File: config.mk
export PLATFORM = sky130hd
export DESIGN_NAME = dds_phase_accumulator
export DESIGN_NICKNAME = d
export VERILOG_FILES = /design/src/rtl/dds_pkg.sv /design/src/rtl/dds_ftw_buffer.sv /design/src/rtl/dds_phase_accumulator.sv
export SDC_FILE = /design/constraint.sdc
export NUM_CORES = 1
export LEC_CHECK = 0
export ABC_AREA = 1
export BUFFER_PORTS_ARGS = -buffer_cell sky130_fd_sc_hd__buf_2
export CAP_MARGIN = 20
export CORE_MARGIN = 2
export CORE_UTILIZATION = 65
export CTS_BUF_LIST = sky130_fd_sc_hd__clkbuf_2 sky130_fd_sc_hd__clkbuf_4 sky130_fd_sc_hd__clkbuf_8
export CTS_CLUSTER_DIAMETER = 120
export DETAILED_ROUTE_END_ITERATION = 7
export GPL_TIMING_DRIVEN = 0
export PLACE_DENSITY = 0.86
export SLEW_MARGIN = 10
export SYNTH_ARGS = -nofsm -noshare
export SYNTH_HDL_FRONTEND = slang
export SYNTH_SLANG_ARGS = --single-unit
File: constraint.sdc
create_clock -name clk -period 4.95 [get_ports clk]
set_clock_uncertainty 0.15 [all_clocks]
set_input_delay 0.7425 -clock clk [delete_from_list [all_inputs] [get_ports clk]]
set_output_delay 0.7425 -clock clk [all_outputs]
set_load 0.02 [all_outputs]
File: src/rtl/dds_pkg.sv
// Shared DDS constants and control-FSM encoding, reused by the waveform ROMs and the
// tuning-word control logic.
package dds_pkg;

   localparam int DDS_ACC_W   = 32;
   localparam int DDS_PHASE_W = 14;

   typedef enum logic [1:0] {
      ST_IDLE = 2'd0,
      ST_RUN  = 2'd1,
      ST_PEND = 2'd2
   } dds_state_e;

endpackage

File: src/rtl/dds_ftw_buffer.sv
// Tuning-word handshake, pending register and apply-timing FSM. Delivers the active
// frequency tuning word to the accumulator datapath.
//
// state   | meaning
// --------+------------------------------------------------------------
// IDLE    | en low; accumulator frozen, handshakes still accepted
// RUN     | accumulating, no word waiting
// PEND    | accumulating, accepted word waits for the next wrap (ready low)
import dds_pkg::*;

module dds_ftw_buffer #(
   parameter int ACC_W = DDS_ACC_W
) (
   input  logic             clk,
   input  logic             rst,
   input  logic             en,
   input  logic             sync_clr,
   input  logic             apply_on_wrap,
   input  logic             ovf,
   input  logic [ACC_W-1:0] ftw_in,
   input  logic             ftw_valid,
   output logic             ftw_ready,
   output logic [ACC_W-1:0] ftw_active
);

   dds_state_e       state_q, state_d;
   logic [ACC_W-1:0] active_q, active_d;
   logic [ACC_W-1:0] pend_q, pend_d;
   logic             pend_vld_q, pend_vld_d;
   logic             ready_q;
   logic             hs;

   assign hs = ftw_valid & ready_q;

   always_comb begin
      active_d   = active_q;
      pend_d     = pend_q;
      pend_vld_d = pend_vld_q;
      if (hs) begin
         // A fresh word supersedes anything held in the pending register.
         if (!apply_on_wrap || sync_clr) begin
            active_d   = ftw_in;
            pend_vld_d = 1'b0;
         end else begin
            pend_d     = ftw_in;
            pend_vld_d = 1'b1;
         end
      end else if (pend_vld_q && (!apply_on_wrap || sync_clr || ovf)) begin
         active_d   = pend_q;
         pend_vld_d = 1'b0;
      end

      state_d = ST_IDLE;
      if (en) begin
         state_d = pend_vld_d ? ST_PEND : ST_RUN;
      end
   end

   always_ff @(posedge clk or negedge rst) begin
      if (!rst) begin
         state_q    <= ST_IDLE;
         active_q   <= '0;
         pend_q     <= '0;
         pend_vld_q <= 1'b0;
         ready_q    <= 1'b1;
      end else begin
         state_q    <= state_d;
         active_q   <= active_d;
         pend_q     <= pend_d;
         pend_vld_q <= pend_vld_d;
         ready_q    <= (state_d != ST_PEND);
      end
   end

   assign ftw_ready  = ready_q;
   assign ftw_active = active_q;

endmodule

File: src/rtl/dds_phase_accumulator.sv
// DDS phase accumulator: modulo-2^ACC_W accumulator with registered, offset-adjusted
// ROM phase and a wrap pulse aligned to the first post-overflow phase sample.
import dds_pkg::*;

module dds_phase_accumulator #(
   parameter int ACC_W   = DDS_ACC_W,
   parameter int PHASE_W = DDS_PHASE_W
) (
   input  logic               clk,
   input  logic               rst,
   input  logic               en,
   input  logic               sync_clr,
   input  logic               apply_on_wrap,
   input  logic [ACC_W-1:0]   ftw_in,
   input  logic               ftw_valid,
   output logic               ftw_ready,
   input  logic [PHASE_W-1:0] poff_in,
   output logic [PHASE_W-1:0] phase,
   output logic               phase_valid,
   output logic               wrap
);

   logic [ACC_W-1:0]   acc_q, acc_d;
   logic [ACC_W:0]     sum;
   logic [ACC_W-1:0]   ftw_active;
   logic               ovf;
   logic               ovf_q;
   logic [PHASE_W-1:0] phase_q, phase_d;
   logic               phase_valid_q;
   logic               wrap_q;

   dds_ftw_buffer #(
      .ACC_W (ACC_W)
   ) u_ftw_buffer (
      .clk           (clk),
      .rst           (rst),
      .en            (en),
      .sync_clr      (sync_clr),
      .apply_on_wrap (apply_on_wrap),
      .ovf           (ovf),
      .ftw_in        (ftw_in),
      .ftw_valid     (ftw_valid),
      .ftw_ready     (ftw_ready),
      .ftw_active    (ftw_active)
   );

   always_comb begin
      sum   = {1'b0, acc_q} + {1'b0, ftw_active};
      ovf   = en & ~sync_clr & sum[ACC_W];
      acc_d = acc_q;
      if (sync_clr) begin
         acc_d = '0;
      end else if (en) begin
         acc_d = sum[ACC_W-1:0];
      end
      phase_d = acc_q[ACC_W-1 -: PHASE_W] + poff_in;
   end

   // Phase and wrap advance only while enabled so that a paused output holds the
   // last sample and resumes with its successor; the carry is kept across the pause.
   always_ff @(posedge clk or negedge rst) begin
      if (!rst) begin
         acc_q         <= '0;
         ovf_q         <= 1'b0;
         phase_q       <= '0;
         phase_valid_q <= 1'b0;
         wrap_q        <= 1'b0;
      end else begin
         acc_q         <= acc_d;
         phase_valid_q <= en;
         if (sync_clr) begin
            ovf_q <= 1'b0;
         end else if (en) begin
            ovf_q <= ovf;
         end
         if (en) begin
            phase_q <= phase_d;
            wrap_q  <= ovf_q;
         end else begin
            wrap_q  <= 1'b0;
         end
      end
   end

   assign phase       = phase_q;
   assign phase_valid = phase_valid_q;
   assign wrap        = wrap_q;

endmodule

Word level (Yosys, flattened, before mapping):

Index checks and enable logic that the tools add are counted.

* output and inout port bits: 17
* register bits after elaboration: 115
* logic and storage cells: 39

* $add $sub $neg: 2
* bitwise operators: 5
* equality and inequality tests: 2
* multiplexer cells: 13
* reduce and logical (&&, ||, !) cells: 8

Operator list (number)
* 32-bit two-way mux: 5
* 32-bit by 32-bit adder with 33-bit output: 1
* 14-bit adder: 1
* 1-bit two-way mux: 6
* 2-bit two-way mux: 2
* 2-bit inequality test (second input constant): 2
* 2-bit AND reduction: 2
* 2-bit nonzero test: 2
* 1-bit AND: 3
* 1-bit logical OR: 2
* 1-bit NOT: 2
* 1-bit logical AND: 1
* 1-bit logical NOT: 1

Longest topological paths before layout:

* word-level depth: 10
* depth in mapped cells: 18
* depth with buffers taken out: 17

By module:

From an unflattened synthesis, not the netlist that was laid out.

* cells, all modules: 1208
* area total of the unflattened synthesis: 8026.4 um^2

By module, submodules not included
* dds_phase_accumulator: cells each 813, sequential area each 1226.2 um^2, instances 1, area an instance 4855.9 um^2
* dds_ftw_buffer: cells each 395, sequential area each 1652.8 um^2, instances 1, area an instance 3170.5 um^2

Least setup slack after synthesis:

OpenSTA, ideal clock, no wires.

* kind: input-to-reg
* start: input port poff_in[0]
* end: register phase_q[12], in the netlist phase[12]
* required time: 4.682 ns
* stages: 13
* setup time: 0.118 ns
* path buffers: 0
* arrival: 2.166 ns
* path slack: 2.516 ns
* path through: ha_1 -> inv_1 -> fa_1 -> inv_1 -> nand3_1 -> nand2_1 -> inv_1 -> o21ai_0 -> nand4_1 -> nand2_1 -> nand2_1 -> nand3_1 -> nand2_1

* cells in the longest elaborated chain, start to end: 1

Ends and longest elaborated chain
* from (decl): RTL line dds_phase_accumulator.sv:17 `input logic [PHASE_W-1:0] poff_in,`
* 14-bit adder: RTL line dds_phase_accumulator.sv:56 `phase_d = acc_q[ACC_W-1 -: PHASE_W] + poff_in;`
* to (signal assigned): RTL line dds_phase_accumulator.sv:77 `phase_q <= phase_d;`
* to (decl): RTL line dds_phase_accumulator.sv:28 `logic [PHASE_W-1:0] phase_q, phase_d;`

No other way between the ends.
A chain may end at the register's enable or synchronous reset.

Worst setup path in the final report:

* start: register u_ftw_buffer.active_q[0], in the netlist u_ftw_buffer.ftw_active[0]
* end: register u_ftw_buffer.active_q[22], in the netlist u_ftw_buffer.ftw_active[22]

* cells in the longest elaborated chain, start to end: 6

Ends and longest elaborated chain
* from (decl): RTL line dds_ftw_buffer.sv:27 `logic [ACC_W-1:0] active_q, active_d;`
* from (signal assigned): RTL line dds_ftw_buffer.sv:68 `active_q <= active_d;`
* 32-bit by 32-bit adder with 33-bit output: RTL line dds_phase_accumulator.sv:48 `sum = {1'b0, acc_q} + {1'b0, ftw_active};`
* 1-bit AND: RTL line dds_phase_accumulator.sv:49 `ovf = en & ~sync_clr & sum[ACC_W];`
* 1-bit logical OR: RTL line dds_ftw_buffer.sv:48 `end else if (pend_vld_q && (!apply_on_wrap || sync_clr || ovf)) begin`
* 1-bit logical AND: RTL line dds_ftw_buffer.sv:48
* 2-bit nonzero test (no line)
* 2-bit AND reduction (no line)

No other way between the ends.

==> flow_summary.ini <==
[global_routing]
antenna_found_initial = 0
grt_first_pass_wirelength_um = 31500
grt_pass1_vias = 6726
grt_overflow_total = 0
grt.total_usage_pct = 31.7
grt_max_degree = 80

[synthesis]
yosysTopAreaCell = dfrtp_1
yosysMostFrequentCell = nand2_1
seq_area_frac_synth_pct = 38.2
synth_edf_count = 0
synth_nets = 1163
async_flop_share_pct = 100
netlist_area_um2 = 7530
ys_types = 40
netlist_instances = 1064
postSynthAreaPerCell_um2 = 7.08
yosysWarningCount = 0
ys_ff_latch = 115
synthDominantCellAreaShare_pct = 37.9
synthFlopType = dfrtp_1
synthTopCellsByCount = nand2_1 (373), dfrtp_1 (114), inv_1 (114), o21ai_0 (100), nor2_1 (63)
synthTopCellsByArea = dfrtp_1 (38%), nand2_1 (19%), ha_1 (7.5%)

[clock_network]
ctsResizeCount = 0
cts_tree = yes
clock_latency_ns = 0.46
cts_hold_buf = 0
cts_max_level = 4
post_cts_buffers = 0
cts.sinks = 115
cts_root_buf = clkbuf_8
clk_path_buf_depth = 2
cts_buffers = 17
clkTransAtPathRegs_ns = 0.08

[die]
ios = 69
die-area_um2 = 12500
core_area_um2 = 11400
die_height_um = 112
start_util_pct = 66.3
row_count = 39
die_x_um = 112

[outcome]
status = complete, no violations

[sta]
drv_slew = 0
tightest_slew_ns = 0.721
holdWs_ns = 0.0286
tns_ns = 0
hold_viol_final = 0
setup_viol = 0
timing.final.crit_period_ns = 2.74
rsz0062_at_grt = no
fmax_mhz = 365
fin_ws_ns = 2.21
slew_headroom_pct = 51.9
finalCritPeriodShare_pct = 55.3

[layout]
postLayoutCellArea_um2 = 8500
drive_gt1_share_pct = 12.8
diodes = 0
syn_to_final_growth_pct = 12.8
nNetsFinal = 1251

[power_and_ir_drop]
ir_drop_v = 0.000314
pwr-share-clk_pct = 28.1
internal-power_w = 0.00200
p_sw_share_pct = 37.8
p_leak_nw = 4.73
p_seq_share_pct = 39.1
powerDensity_nw_per_um2 = 378
p_sw_w = 0.00121
pwr-share-comb_pct = 32.8

[placed_design]
place_congestion = 1.01
portBuffers = 68
hpwl_um = 14100
place_area_um2 = 8090
dp_slack_ns = 2.12

[routing]
drtIter0Drc = 499
wirelength_um = 18600
via_per_inst = 5.42
dr_total_vias = 7084
ant_nets = 0
drt-wirelength-per-cell_um = 14.2
dr.pass1.iters = 5
route.detailed.drc = 0

[setup_path]
crit_arrival_ns = 2.94
rrSetupSlack_ns = 2.21
cp.required_ns = 5.15
cp_max_fo = 10
path_class = reg2reg
start_kind = register
setup.worst_path.end_class = register

[min_path]
min_path_type = in2async

[job]
max_cap_violations = 0
power by group through the flow:
stage / Sequential, W / Clock, W / Combinational (W)
global route: 0.00128 / 0.000958 / 0.00119
floorplan: 0.00127 / 0 / 0.000735
global placement: 0.00126 / 0 / 0.00100
finish: 0.00126 / 0.000903 / 0.00105
detailed placement: 0.00127 / 0 / 0.00103
CTS: 0.00125 / 0.000914 / 0.00105
layout make-up:
cell class	instances	area (µm²)
Inverter	118	443
Clock buffer	21	283
Tap cell	143	179
Fill cell	925	2870
Buffer	31	160
Sequential cell	115	2880
Clock inverter	11	126
Timing Repair Buffer	69	374
Multi-Input combinational cell	800	4050
kinds of logic (layout without fill, tap and decap cells):
| logic type | after synthesis | in the layout | synth area share [%] |
|---|---|---|---|
| simple gates | 565 | 565 | 32.2 |
| compound gates | 181 | 181 | 12.8 |
| buf+inv | 149 | 250 | 8.01 |
| flops | 115 | 115 | 38.2 |
| fa+ha+maj | 47 | 47 | 8.01 |
| xor+xnor | 7 | 7 | 0.814 |
state kept, by name, indices dropped and copies added (netlist names):
| register | cells |
|---|---|
| acc_q | 32 |
| u_ftw_buffer.ftw_active | 32 |
| u_ftw_buffer.pend_q | 32 |
| phase | 14 |
| ovf_q | 1 |
| phase_valid | 1 |
| u_ftw_buffer.ftw_ready | 1 |
| u_ftw_buffer.pend_vld_q | 1 |
| wrap | 1 |
stage by stage:
stage,utilization [%],instances,power [W]
final,74.7,1308,0.00321
after global routing,74.7,1308,0.00343
after CTS,74.7,1308,0.00321
after detailed placement,71.1,1276,0.00230
after global placement,70.8,1275,0.00226
after floorplan,-,1064,0.00200
layout by cell type (no fill, tap or decap), types with 3 or more instances in the layout:
| master | Yosys | routed |
|---|---|---|
| a31oi_1 | 5 | 5 |
| nor3_1 | 10 | 10 |
| nor2_1 | 63 | 63 |
| or2_2 | 3 | 3 |
| nand3b_1 | 12 | 12 |
| nand2_1 | 373 | 373 |
| o21bai_1 | 6 | 6 |
| ha_1 | 45 | 45 |
| clkbuf_1 | 18 | 18 |
| clkinvlp_4 | 0 | 4 |
| nand3_1 | 62 | 62 |
| clkbuf_8 | 0 | 20 |
| xnor2_1 | 6 | 6 |
| buf_6 | 4 | 5 |
| nand2_2 | 25 | 25 |
| dfrtp_1 | 114 | 114 |
| nand4_1 | 9 | 9 |
| a21o_1 | 5 | 5 |
| inv_1 | 114 | 114 |
| buf_2 | 5 | 72 |
| o21ai_0 | 100 | 100 |
| a21oi_1 | 56 | 56 |
layer usage:
metal	track usage, %	part of all wire [%]	vias up
met4	11.0	2.0	0
met1	43.8	45	3194
met2	50.3	46	234
li1	-	-	3626
met5	0	0	-
met3	6.53	6.7	30
critical path: stages, from the launching register on:
cell and delay (ns):
dfrtp_1 0.45, ha_1 0.21, inv_1 0.07, fa_1 0.39, inv_1 0.10, nand2_1 0.09
nand2_1 0.10, nand3_1 0.10, nand2_2 0.14, nand2_2 0.06, nand2_2 0.10, nand2_1 0.07
nand2_2 0.08, nand2_4 0.08, nand2_8 0.10, nand2_8 0.07, buf_6 0.14, nand2_1 0.07
nand2_1 0.05
worst paths after layout:
| kind | from | endpoint | cells past startpoint |
|---|---|---|---|
| worst max-delay path | u_ftw_buffer.ftw_active[0] | u_ftw_buffer.ftw_active[22] | 18 |
| worst min-delay path | rst | acc_q[24] | 1 |
| worst max register to register | u_ftw_buffer.ftw_active[0] | u_ftw_buffer.ftw_active[22] | 18 |
| worst min register to register | phase[2] | phase[2] | 2 |
| max in group asynchronous | rst | u_ftw_buffer.ftw_ready | 2 |
| min in group clk | en | phase_valid | 1 |
(Power assumes the default switching activity.)
